## src/rtl/vga_pkg.sv

```systemverilog
// -----------------------------------------------------------------------------
// vga_pkg
// Shared definitions for the VGA pixel pipeline:
//   - mode_t : runtime output mode (BLACK, BORDER, CAMERA, BARS)
//   - DEF_*  : default 640x480 visible-window timing constants
//   - col_*  : colour helpers. They return 32-bit values; callers truncate
//              to their own pixel width CW.
// -----------------------------------------------------------------------------
package vga_pkg;

  typedef enum logic [1:0] {
    MODE_BLACK  = 2'd0,
    MODE_BORDER = 2'd1,
    MODE_CAMERA = 2'd2,
    MODE_BARS   = 2'd3
  } mode_t;

  localparam int DEF_H_START = 160;
  localparam int DEF_H_END   = 800;
  localparam int DEF_V_START = 41;
  localparam int DEF_V_END   = 521;

  // White: all CW bits set.
  function automatic logic [31:0] col_white(input int cw);
    return (32'd1 << cw) - 32'd1;
  endfunction

  // Red: only the MSB of a CW-bit pixel is set.
  function automatic logic [31:0] col_red(input int cw);
    return 32'd1 << (cw - 1);
  endfunction

  // Bar colour: the 3-bit bar index goes in the top 3 bits, and the low bits are 0.
  // The caller must use cw >= 3.
  function automatic logic [31:0] col_bar(input logic [2:0] idx, input int cw);
    return 32'(idx) << (cw - 3);
  endfunction

endpackage

```

## src/rtl/vga_pixel_fifo.sv

```systemverilog
// -----------------------------------------------------------------------------
// vga_pixel_fifo
// Show-ahead prefetch FIFO for frame-buffer pixels.
// Parameters: DEPTH (power of two, >= 4), CW (word width).
// Ports:
//   clk, rst   clock, asynchronous active-high reset (pointers only)
//   push, din  write strobe and data. The FIFO drops the word when it is full.
//   pop, dout  read strobe and head-of-queue data. dout is valid while !empty.
//   flush      resets both pointers. It takes priority over push and pop.
//   fill       number of stored words (0..DEPTH)
//   empty      high when fill is 0
//   full       high when fill equals DEPTH
// -----------------------------------------------------------------------------
module vga_pixel_fifo #(
  parameter int DEPTH = 16,
  parameter int CW    = 3
) (
  input  logic                     clk,
  input  logic                     rst,
  input  logic                     push,
  input  logic [CW-1:0]            din,
  input  logic                     pop,
  output logic [CW-1:0]            dout,
  input  logic                     flush,
  output logic [$clog2(DEPTH):0]   fill,
  output logic                     empty,
  output logic                     full
);

  localparam int AW = $clog2(DEPTH);

  logic [CW-1:0] r_mem [DEPTH];
  logic [AW:0]   r_wr;
  logic [AW:0]   r_rd;
  logic          w_wr_en;
  logic          w_rd_en;

  // Pointers carry one extra wrap bit, so fill can tell full from empty.
  assign fill    = r_wr - r_rd;
  assign empty   = (fill == '0);
  assign full    = (fill == (AW+1)'(DEPTH));
  assign dout    = r_mem[r_rd[AW-1:0]];
  assign w_wr_en = push && !full && !flush;
  assign w_rd_en = pop && !empty && !flush;

  always_ff @(posedge clk or posedge rst) begin
    if (rst) begin
      r_wr <= '0;
      r_rd <= '0;
    end else if (flush) begin
      r_wr <= '0;
      r_rd <= '0;
    end else begin
      if (w_wr_en) r_wr <= r_wr + 1'b1;
      if (w_rd_en) r_rd <= r_rd + 1'b1;
    end
  end

  always_ff @(posedge clk) begin
    if (w_wr_en) r_mem[r_wr[AW-1:0]] <= din;
  end

endmodule

```

## src/rtl/vga_pixel_pipe.sv

```systemverilog
// -----------------------------------------------------------------------------
// vga_pixel_pipe
// Generates registered CW-bit RGB from the VGA sync counters in one of four
// modes. In CAMERA mode, pixels come from a frame-buffer reader through a
// prefetch FIFO.
// Configuration macro: VGA_PIPE_BARS_EN. When it is defined, the colour-bar
// generator exists. When it is undefined, mode 3 outputs black.
// Ports:
//   clk_25, reset          pixel clock, asynchronous active-high reset
//   h_count, v_count       sync counters
//   bright                 visible-area flag
//   mode                   0 BLACK, 1 BORDER, 2 CAMERA, 3 BARS
//   read                   pixel request to the frame-buffer reader
//   data, data_valid       returned pixel and its qualifier
//   rgb                    registered pixel output
//   sof                    one-cycle pulse after h_count = v_count = 0
//   underflow              sticky flag for a CAMERA pixel taken from an empty FIFO
//   underflow_clr          clears underflow. A new underflow in the same cycle wins.
// -----------------------------------------------------------------------------
module vga_pixel_pipe
  import vga_pkg::*;
#(
  parameter int CW      = 3,
  parameter int DEPTH   = 16,
  parameter int H_START = DEF_H_START,
  parameter int H_END   = DEF_H_END,
  parameter int V_START = DEF_V_START,
  parameter int V_END   = DEF_V_END,
  parameter int BORDER  = 10
) (
  input  logic          clk_25,
  input  logic          reset,
  input  logic [9:0]    h_count,
  input  logic [9:0]    v_count,
  input  logic          bright,
  input  logic [1:0]    mode,
  output logic          read,
  input  logic [CW-1:0] data,
  input  logic          data_valid,
  output logic [CW-1:0] rgb,
  output logic          sof,
  output logic          underflow,
  input  logic          underflow_clr
);

  localparam int            FW      = $clog2(DEPTH) + 1;
  localparam logic [9:0]    HB_LO   = 10'(H_START + BORDER);
  localparam logic [9:0]    HB_HI   = 10'(H_END - BORDER);
  localparam logic [9:0]    VB_LO   = 10'(V_START + BORDER);
  localparam logic [9:0]    VB_HI   = 10'(V_END - BORDER);
  localparam logic [CW-1:0] C_WHITE = CW'(col_white(CW));
  localparam logic [CW-1:0] C_RED   = CW'(col_red(CW));

  logic [CW-1:0] r_rgb;
  logic          r_read;
  logic          r_sof;
  logic          r_uf;
  logic [3:0]    r_out;    // requests still waiting for data_valid
  logic [3:0]    r_disc;   // returns still to be dropped after a flush

  mode_t         w_mode;
  logic          w_camera;
  logic          w_sof_det;
  logic          w_flush;
  logic          w_dv_ok;
  logic          w_drop;
  logic          w_push;
  logic          w_pop;
  logic          w_uf_set;
  logic [3:0]    w_out_nxt;
  logic [3:0]    w_disc_nxt;
  logic [FW-1:0] w_fill;
  logic [FW-1:0] w_fill_nxt;
  logic [FW:0]   w_sum;
  logic          w_empty;
  logic          w_full;
  logic [CW-1:0] w_dout;
  logic          w_read_nxt;
  logic [CW-1:0] w_pix;
  logic          w_border;

  assign w_mode    = mode_t'(mode);
  assign w_camera  = (w_mode == MODE_CAMERA);
  assign w_sof_det = (h_count == 10'd0) && (v_count == 10'd0);
  assign w_flush   = r_sof;

  // A return arriving while nothing is outstanding is a leftover from before
  // a reset. It is ignored.
  assign w_dv_ok  = data_valid && (r_out != 4'd0);
  assign w_drop   = w_dv_ok && (w_flush || (r_disc != 4'd0));
  assign w_push   = w_dv_ok && !w_drop;
  assign w_pop    = bright && w_camera && !w_empty && !w_flush;
  assign w_uf_set = bright && w_camera && w_empty;

  assign w_out_nxt  = r_out + {3'd0, r_read} - {3'd0, w_dv_ok};
  // At the flush, every request still in flight becomes a return to discard.
  // A return that arrives in the flush cycle itself is dropped immediately.
  assign w_disc_nxt = w_flush ? (r_out - {3'd0, w_dv_ok})
                              : (r_disc - {3'd0, w_drop});
  assign w_fill_nxt = w_flush ? '0
                              : (w_fill + FW'(w_push && !w_full) - FW'(w_pop));
  assign w_sum      = {1'b0, w_fill_nxt} + (FW+1)'(w_out_nxt);

  // read is registered, so the request decision uses next-cycle occupancy.
  // This keeps fill + outstanding from ever exceeding DEPTH.
  assign w_read_nxt = w_camera && !w_sof_det && (w_disc_nxt == 4'd0) &&
                      (w_out_nxt != 4'hF) && (w_sum < (FW+1)'(DEPTH));

  vga_pixel_fifo #(
    .DEPTH (DEPTH),
    .CW    (CW)
  ) u_fifo (
    .clk   (clk_25),
    .rst   (reset),
    .push  (w_push),
    .din   (data),
    .pop   (w_pop),
    .dout  (w_dout),
    .flush (w_flush),
    .fill  (w_fill),
    .empty (w_empty),
    .full  (w_full)
  );

  assign w_border = (h_count < HB_LO) || (h_count >= HB_HI) ||
                    (v_count < VB_LO) || (v_count >= VB_HI);

`ifdef VGA_PIPE_BARS_EN
  localparam int BAR_W = (H_END - H_START) / 8;
  logic [2:0] w_bar_idx;

  // The bar index comes from comparisons against constant boundaries, so no divider is needed.
  always_comb begin
    w_bar_idx = 3'd0;
    for (int k = 1; k < 8; k++) begin
      if (h_count >= 10'(H_START + k * BAR_W)) w_bar_idx = 3'(k);
    end
  end
`endif

  always_comb begin
    w_pix = '0;
    if (bright) begin
      case (w_mode)
        MODE_BORDER: w_pix = w_border ? C_RED : C_WHITE;
        MODE_CAMERA: w_pix = w_empty ? C_RED : w_dout;
        MODE_BARS: begin
`ifdef VGA_PIPE_BARS_EN
          w_pix = CW'(col_bar(w_bar_idx, CW));
`else
          w_pix = '0;
`endif
        end
        default: w_pix = '0;
      endcase
    end
  end

  // ---- output and control registers ----
  always_ff @(posedge clk_25 or posedge reset) begin
    if (reset) begin
      r_rgb  <= '0;
      r_read <= 1'b0;
      r_sof  <= 1'b0;
      r_uf   <= 1'b0;
      r_out  <= 4'd0;
      r_disc <= 4'd0;
    end else begin
      r_rgb  <= w_pix;
      r_read <= w_read_nxt;
      r_sof  <= w_sof_det;
      r_out  <= w_out_nxt;
      r_disc <= w_disc_nxt;
      if (w_uf_set)           r_uf <= 1'b1;
      else if (underflow_clr) r_uf <= 1'b0;
    end
  end

  assign rgb       = r_rgb;
  assign read      = r_read;
  assign sof       = r_sof;
  assign underflow = r_uf;

endmodule

```

## config.mk

```make
export PLATFORM = sky130hd
export DESIGN_NAME = vga_pixel_pipe
export DESIGN_NICKNAME = d
export VERILOG_FILES = /design/src/rtl/vga_pkg.sv /design/src/rtl/vga_pixel_fifo.sv /design/src/rtl/vga_pixel_pipe.sv
export SDC_FILE = /design/constraint.sdc
export NUM_CORES = 1
export LEC_CHECK = 0
export CORE_MARGIN = 2
export CORE_UTILIZATION = 40
export CTS_CLUSTER_SIZE = 25
export DETAILED_ROUTE_END_ITERATION = 8
export HOLD_SLACK_MARGIN = 0.05
export MAX_ROUTING_LAYER = met4
export PLACE_DENSITY = 0.64
export SLEW_MARGIN = 20
export SYNTH_ARGS = -nofsm -noshare
export SYNTH_HDL_FRONTEND = slang
export SYNTH_SLANG_ARGS = --single-unit
```

## constraint.sdc

```tcl
create_clock -name clk_25 -period 5.7 [get_ports clk_25]
set_input_delay 1.14 -clock clk_25 [delete_from_list [all_inputs] [get_ports clk_25]]
set_output_delay 1.14 -clock clk_25 [all_outputs]
set_load 0.01 [all_outputs]
```

==> impl_metrics.tcl <==
set metrics [dict create \
    crit_required_ns 5.99 \
    hold_buffers 0 \
    drv_cap 0 \
    grt_max_degree 25 \
    initial_utilization_pct 41.26 \
    vias 2447 \
    drt_iter0_drc 130 \
    worstPathArrival_ns 5.19 \
    hold_viol 0 \
    grt_pass1_vias 2535 \
    rsz0062_at_grt "false" \
    ys_warn_count 0 \
    antenna_left 0 \
    worst_setup_path_end_kind "flip-flop" \
    ctsResizeCount 0 \
    outcome "finished, final reports clean" \
    post_cts_buffers 0 \
    async_reset_ff_share_pct 33.33 \
    ys_types 51 \
    p_per_area_nw_per_um2 510.9 \
    grt_usage_pct 16.50 \
    cp.buffers_inverters 3 \
    clock_latency_ns 0.35 \
    crit_type "reg -> reg" \
    whs_ns 0.5323 \
    area_growth_pct 18.51 \
    max_stage_delay_ns 0.51 \
    cellLeakagePower_nw 1.775 \
    fp.dieW_um 101.6 \
    nNetsFinal 406 \
    diodes 0 \
    placed_area_um2 4318 \
    utilization_pct 48.90 \
    synth-seq-area-share_pct 53.56 \
    synth_ff_type "edfxtp_1" \
    syn-cell-area_um2 3812 \
    clock_path_buffers 2 \
    final_cell_mix "48 x edfxtp_1, 35 x clkdlybuf4s50_1, 29 x nor2_1, 29 x ha_1, 25 x inv_1" \
    drive_gt1_share_pct 10.32 \
    startpoint_type "flip-flop" \
    finalCriticalPeriod_ns 4.899 \
    core_area_um2 9240 \
    htree_levels 3 \
    drc_errors 0 \
    syn-num-nets 363 \
    timing.rr.end "read" \
    place_hpwl_um 5715 \
    overflow 0 \
    io_buffers 35 \
    fin_setup_tns_ns 0 \
    setup_violations 0 \
    hold_path_end "underflow" \
    postSynthCellCount 301 \
    wl_um 7679 \
    fin_worst_skew_ns 0.007137 \
    finalCritPeriodShare_pct 85.94 \
    maxSlewHeadroom_pct 36.46 \
    r2r_setup_slack_ns 0.80 \
    ios 36 \
    cp_max_fo 11 \
    wl_per_cell_um 16.06 \
    first_pass_iters 5 \
    dp_slack_ns 0.8034 \
    clkSinkCount 72 \
    synth_enable_flop_cells 48 \
    antenna_found_initial 0 \
    place.gp.congestion 0.8126 \
    hold_depth 2 \
    hold_path_startpoint "underflow" \
    root_buffer "clkbuf_8" \
    final_common_cell "edfxtp_1" \
    die_area_um2 10330 \
    post-route-worst-setup-slack_ns 0.8012 \
    hold_class "reg -> reg" \
    tritoncts "done" \
    ys_ff_latch 72 \
    worstMarginPinSlew_ns 0.9520 \
    clkTransAtPathRegs_ns 0.08 \
    cp_slowest_cell "fa_1" \
    netlist.top_cell.by_area "edfxtp_1" \
    report.final.slew_viol_count 0 \
    syn_avg_cell_area_um2 12.67 \
    r2r-start "u_fifo.r_rd[2]" \
    synthTopCellsByArea "edfxtp_1 38%, dfrtp_1 16%, ha_1 9.5%" \
    cp_top_family "adder cells" \
    cts_made_buffers 9 \
    yosysTopAreaCellShare_pct 37.81 \
    crit_chain "buf_4 -> inv_2 -> ha_1 -> a21oi_1 -> xor2_1 -> ha_1 -> and3_1 -> o21ai_2 -> nand3_1 -> nor2_1 -> ha_1 -> inv_1 -> ha_1 -> fa_1 -> nor2b_1 -> ha_1 -> and4b_1 -> o21ai_0 -> nand2b_1 -> a2111oi_0 -> o211a_1" \
    rows 35 \
    crit_top_cell "ha_1" \
    fin_area_um2 4518 \
    max_freq_mhz 204.1 \
    die_h_um 101.6 \
    vdd_drop_max_v 0.0002049 \
    via_per_inst 5.119 \
    ff2ff_path_depth 21 \
    grt_first_pass_wirelength_um 12430 \
]
-- cells in the mapped netlist, types with 3 or more instances --
master,count
clkbuf_1,3
nand2_1,24
mux4_1,3
inv_1,25
nor4_1,3
nand2b_1,3
dfrtp_1,24
nand3_1,6
a21oi_1,12
nor3_1,8
mux4_2,10
nor2b_1,3
xnor2_1,8
o21ai_0,4
inv_2,3
mux2i_1,5
xor2_1,9
nand4_1,3
nor2_1,29
ha_1,29
edfxtp_1,48
fa_1,3
-- registers in the layout, summed over array words and instances (netlist names) --
name          flops
u_fifo.r_mem     48
underflow         1
sof               1
u_fifo.r_wr       5
read              1
r_disc            4
r_out             4
u_fifo.r_rd       5
rgb               3
-- tightest hold or removal path: cells and delay by family (launching register included) --
kind / cells / cell delay [ns]
flip-flops: 1 / 0.38
AO/OA/AOI/OAI: 1 / 0.06
buffers and inverters: 1 / 0.05
-- power by group --
part	switching, W	internal, W
Clock	0.000204	0.000206
Sequential	0.0000571	0.000625
Combinational	0.000639	0.000578
Total	0.000900	0.00141
-- stage by stage --
step | instances | power (W)
2_1_floorplan | 301 | 0.001602
6_report | 478 | 0.002308
5_1_grt | 478 | 0.002522
3_3_place_gp | 462 | 0.001889
4_1_cts | 478 | 0.002328
3_5_place_dp | 462 | 0.001899
-- final cells by class --
type | count | area, µm²
flip-flops and latches | 72 | 2042
clock inverters | 7 | 76.32
inverters | 28 | 105.1
multi-input cells | 194 | 1629
well taps | 129 | 161.4
repair buffers | 39 | 380.4
fillers | 814 | 4722
clock buffers | 9 | 123.9
-- worst max-delay path by stage --
| stage | to | slack (ns) | from | depth (start not counted) |
|---|---|---|---|---|
| 4_1_cts | read | 0.80 | u_fifo.r_rd[2] | 21 |
| 2_1_floorplan | read | 1.07 | u_fifo.r_rd[2] | 21 |
| 6_report | read | 0.80 | u_fifo.r_rd[2] | 21 |
| 5_1_grt | read | 0.36 | u_fifo.r_rd[2] | 21 |
| 3_5_place_dp | read | 0.80 | u_fifo.r_wr[0] | 21 |
| 3_3_place_gp | read | 1.01 | u_fifo.r_rd[2] | 21 |
-- cells by family (layout without fill, tap and decap cells) --
family	count (synthesis)	after routing	share of synthesized area [%]
AOI/OAI and AO/OA	37	37	6.433
muxes	19	19	9.583
xor gates and xnor gates	18	18	4.496
adders and majority gates	32	32	11.09
and+or+nand+nor	88	88	11.13
DFF	72	72	53.56
buffers and inverters	35	83	3.708
-- per-layer routing --
metal  GRT usage (%)  share of wire [%]  up-vias
met4           4.470                1.3        0
met5               -                  0        -
met1           20.47                 44     1186
li1                -                  -     1180
met3           4.762                6.2       12
met2           26.52                 48       69
Note: power is estimated with default switching activity, not from simulation.
==> variant: new RTL, same settings <==
Add a define of `VGA_PIPE_BARS_EN`.
--- a/src/rtl/vga_pixel_pipe.sv
+++ b/src/rtl/vga_pixel_pipe.sv
@@ -19,2 +19,4 @@
 // -----------------------------------------------------------------------------
+`define VGA_PIPE_BARS_EN
+
 module vga_pixel_pipe
Formal check against the unedited RTL: not equivalent (a bounded check fails within 4 cycles, from zero or initial values and one cycle with reset high).
==> variant against the unedited design <==
Cell area increased by 6.1%; synthesized area increased by 6.9%; clock skew increased by 0.0016 ns; count of clock-buffer cells in the layout increased by 1; wire length increased by 18%; total power increased by 8.2%; setup slack got worse by 0.22 ns; sequential cell count unchanged; clock power increased by 21%; global-route usage increased by 1.9 points; critical path type unchanged; critical endpoint unchanged.
==> variant: results <==
set metrics [dict create \
    status "completed" \
    reg2reg_slack_ns 0.58 \
    fillers 916 \
    cts.clk_slew.worst_paths_ns 0.08 \
    vias 2732 \
    grt_pass1_wl_um 15300 \
    yosysWarnings 0 \
    first_global_vias 2855 \
    dpl.hpwl_um 6630 \
    switching_share_pct 38.0 \
    cts_buffers 9 \
    synth_nets 388 \
    rr_endpoint "read" \
    ctsLongestPathBuffers 2 \
    min-delay-start "underflow" \
    synthArstFlopShare_pct 33.3 \
    place.gp.congestion 0.839 \
    fin_tns_setup_ns 0 \
    io_buffers 35 \
    synth-main-ff-cell "edfxtp_1" \
    first_iter_violations 194 \
    place_ws_ns 0.619 \
    hold_path_class "flop to flop" \
    leakage_nw 1.92 \
    min_path_cells 2 \
    grt_util_all_layers_pct 18.4 \
    synthTopCellsByCount "edfxtp_1 (48), ha_1 (27), inv_1 (25)" \
    synth_area_leaders "edfxtp_1 (35%), dfrtp_1 (15%), ha_1 (8.3%)" \
    drt-pass1-iter-count 4 \
    critPathMaxFanout 9 \
    clock_skew_ns 0.00877 \
    r2r_start "u_fifo.r_rd[1]" \
    ff2ff_path_depth 19 \
    startpoint_type "flop" \
    drive_gt1_share_pct 8.63 \
    ir_drop_mv 0.172 \
    place_area_sq_mm 0.00455 \
    cts_setup_buffers 0 \
    worstPathArrival_ns 5.42 \
    fin_nets 426 \
    ys_types 60 \
    largest_register_ffs 48 \
    cts_root_buf "clkbuf_8" \
    antenna_found_initial 0 \
    grt_max_degree 26 \
    worst_hold_path.endpoint "underflow" \
    post_cts_resized 0 \
    multi_input_area_sq_mm 0.00187 \
    tightest_slew_ns 0.916 \
    n_antenna_cell 0 \
    drt_wl_total_um 9040 \
    seq_area_frac_synth_pct 50.1 \
    cts_max_level 3 \
]
-- variant: changes by cell type after synthesis, moves of 6 or more --
cell / delta
mux4_1: +6
and3_1: +12
mux4_2: -7
nor2_1: -14
nand3_1: +8
-- variant: cell type report --
class	instances	share of cell area, %
clock buffers	10	2.66
repair buffers	38	7.77
well taps	133	3.47
clock inverters	6	2.40
flip-flops and latches	72	42.6
inverters	26	2.03
multi-input cells	219	39.1
-- variant: worst max path at each step --
stage / slack [ns] / to / cells past startpoint
6_report: 0.58 / read / 19
5_1_grt: 0.15 / read / 19
4_1_cts: 0.59 / read / 19
3_3_place_gp: 0.90 / read / 19
2_1_floorplan: 1.16 / read / 20
3_5_place_dp: 0.62 / read / 19
-- variant: power by group through the flow --
stage | registers (mW) | clock network [mW] | logic (mW)
6_report | 0.690 | 0.498 | 1.31
5_1_grt | 0.701 | 0.523 | 1.49
4_1_cts | 0.690 | 0.506 | 1.32
3_5_place_dp | 0.701 | 0 | 1.30
3_3_place_gp | 0.698 | 0 | 1.29
2_1_floorplan | 0.677 | 0 | 1.03
-- variant: metrics by stage --
step / hold WS, ns / cells
5_1_grt: 0.571 / 504
4_1_cts: 0.542 / 504
3_3_place_gp: 0.523 / 488
3_5_place_dp: 0.526 / 488
2_1_floorplan: 0.536 / 328
6_report: 0.544 / 504
-- variant: critical path, stage by stage, from the launching register on --
cell       delay (ns)
dfrtp_1          0.50
inv_1            0.16
ha_1             0.32
a21o_1           0.15
a21oi_1          0.25
xor2_1           0.24
ha_1             0.18
nand3_1          0.18
o31ai_4          0.43
nor2_1           0.08
ha_1             0.30
inv_1            0.04
ha_1             0.20
fa_1             0.42
nor2b_1          0.14
ha_1             0.31
a41o_1           0.23
a21o_1           0.17
a2111oi_0        0.52
o211a_1          0.23
-- variant: logic make-up (layout without fill, tap and decap cells) --
kind of cell,Yosys count,count (layout),share of synthesized area (%)
simple gates,103,103,13.8
flops,72,72,50.1
compound gates,52,52,9.27
buf+inv,37,80,3.90
fa+ha+maj,30,30,9.76
mux,19,19,9.21
xor+xnor,15,15,3.93
-- variant: routing by layer --
metal  routed length [um]  GRT usage [%]  vias to the layer above
met1                 4110           23.2                     1339
met2                 4280           28.8                       70
met4                  163           6.38                        0
li1                     -              -                     1308
met3                  485           4.87                       15
met5                    0              -                        -
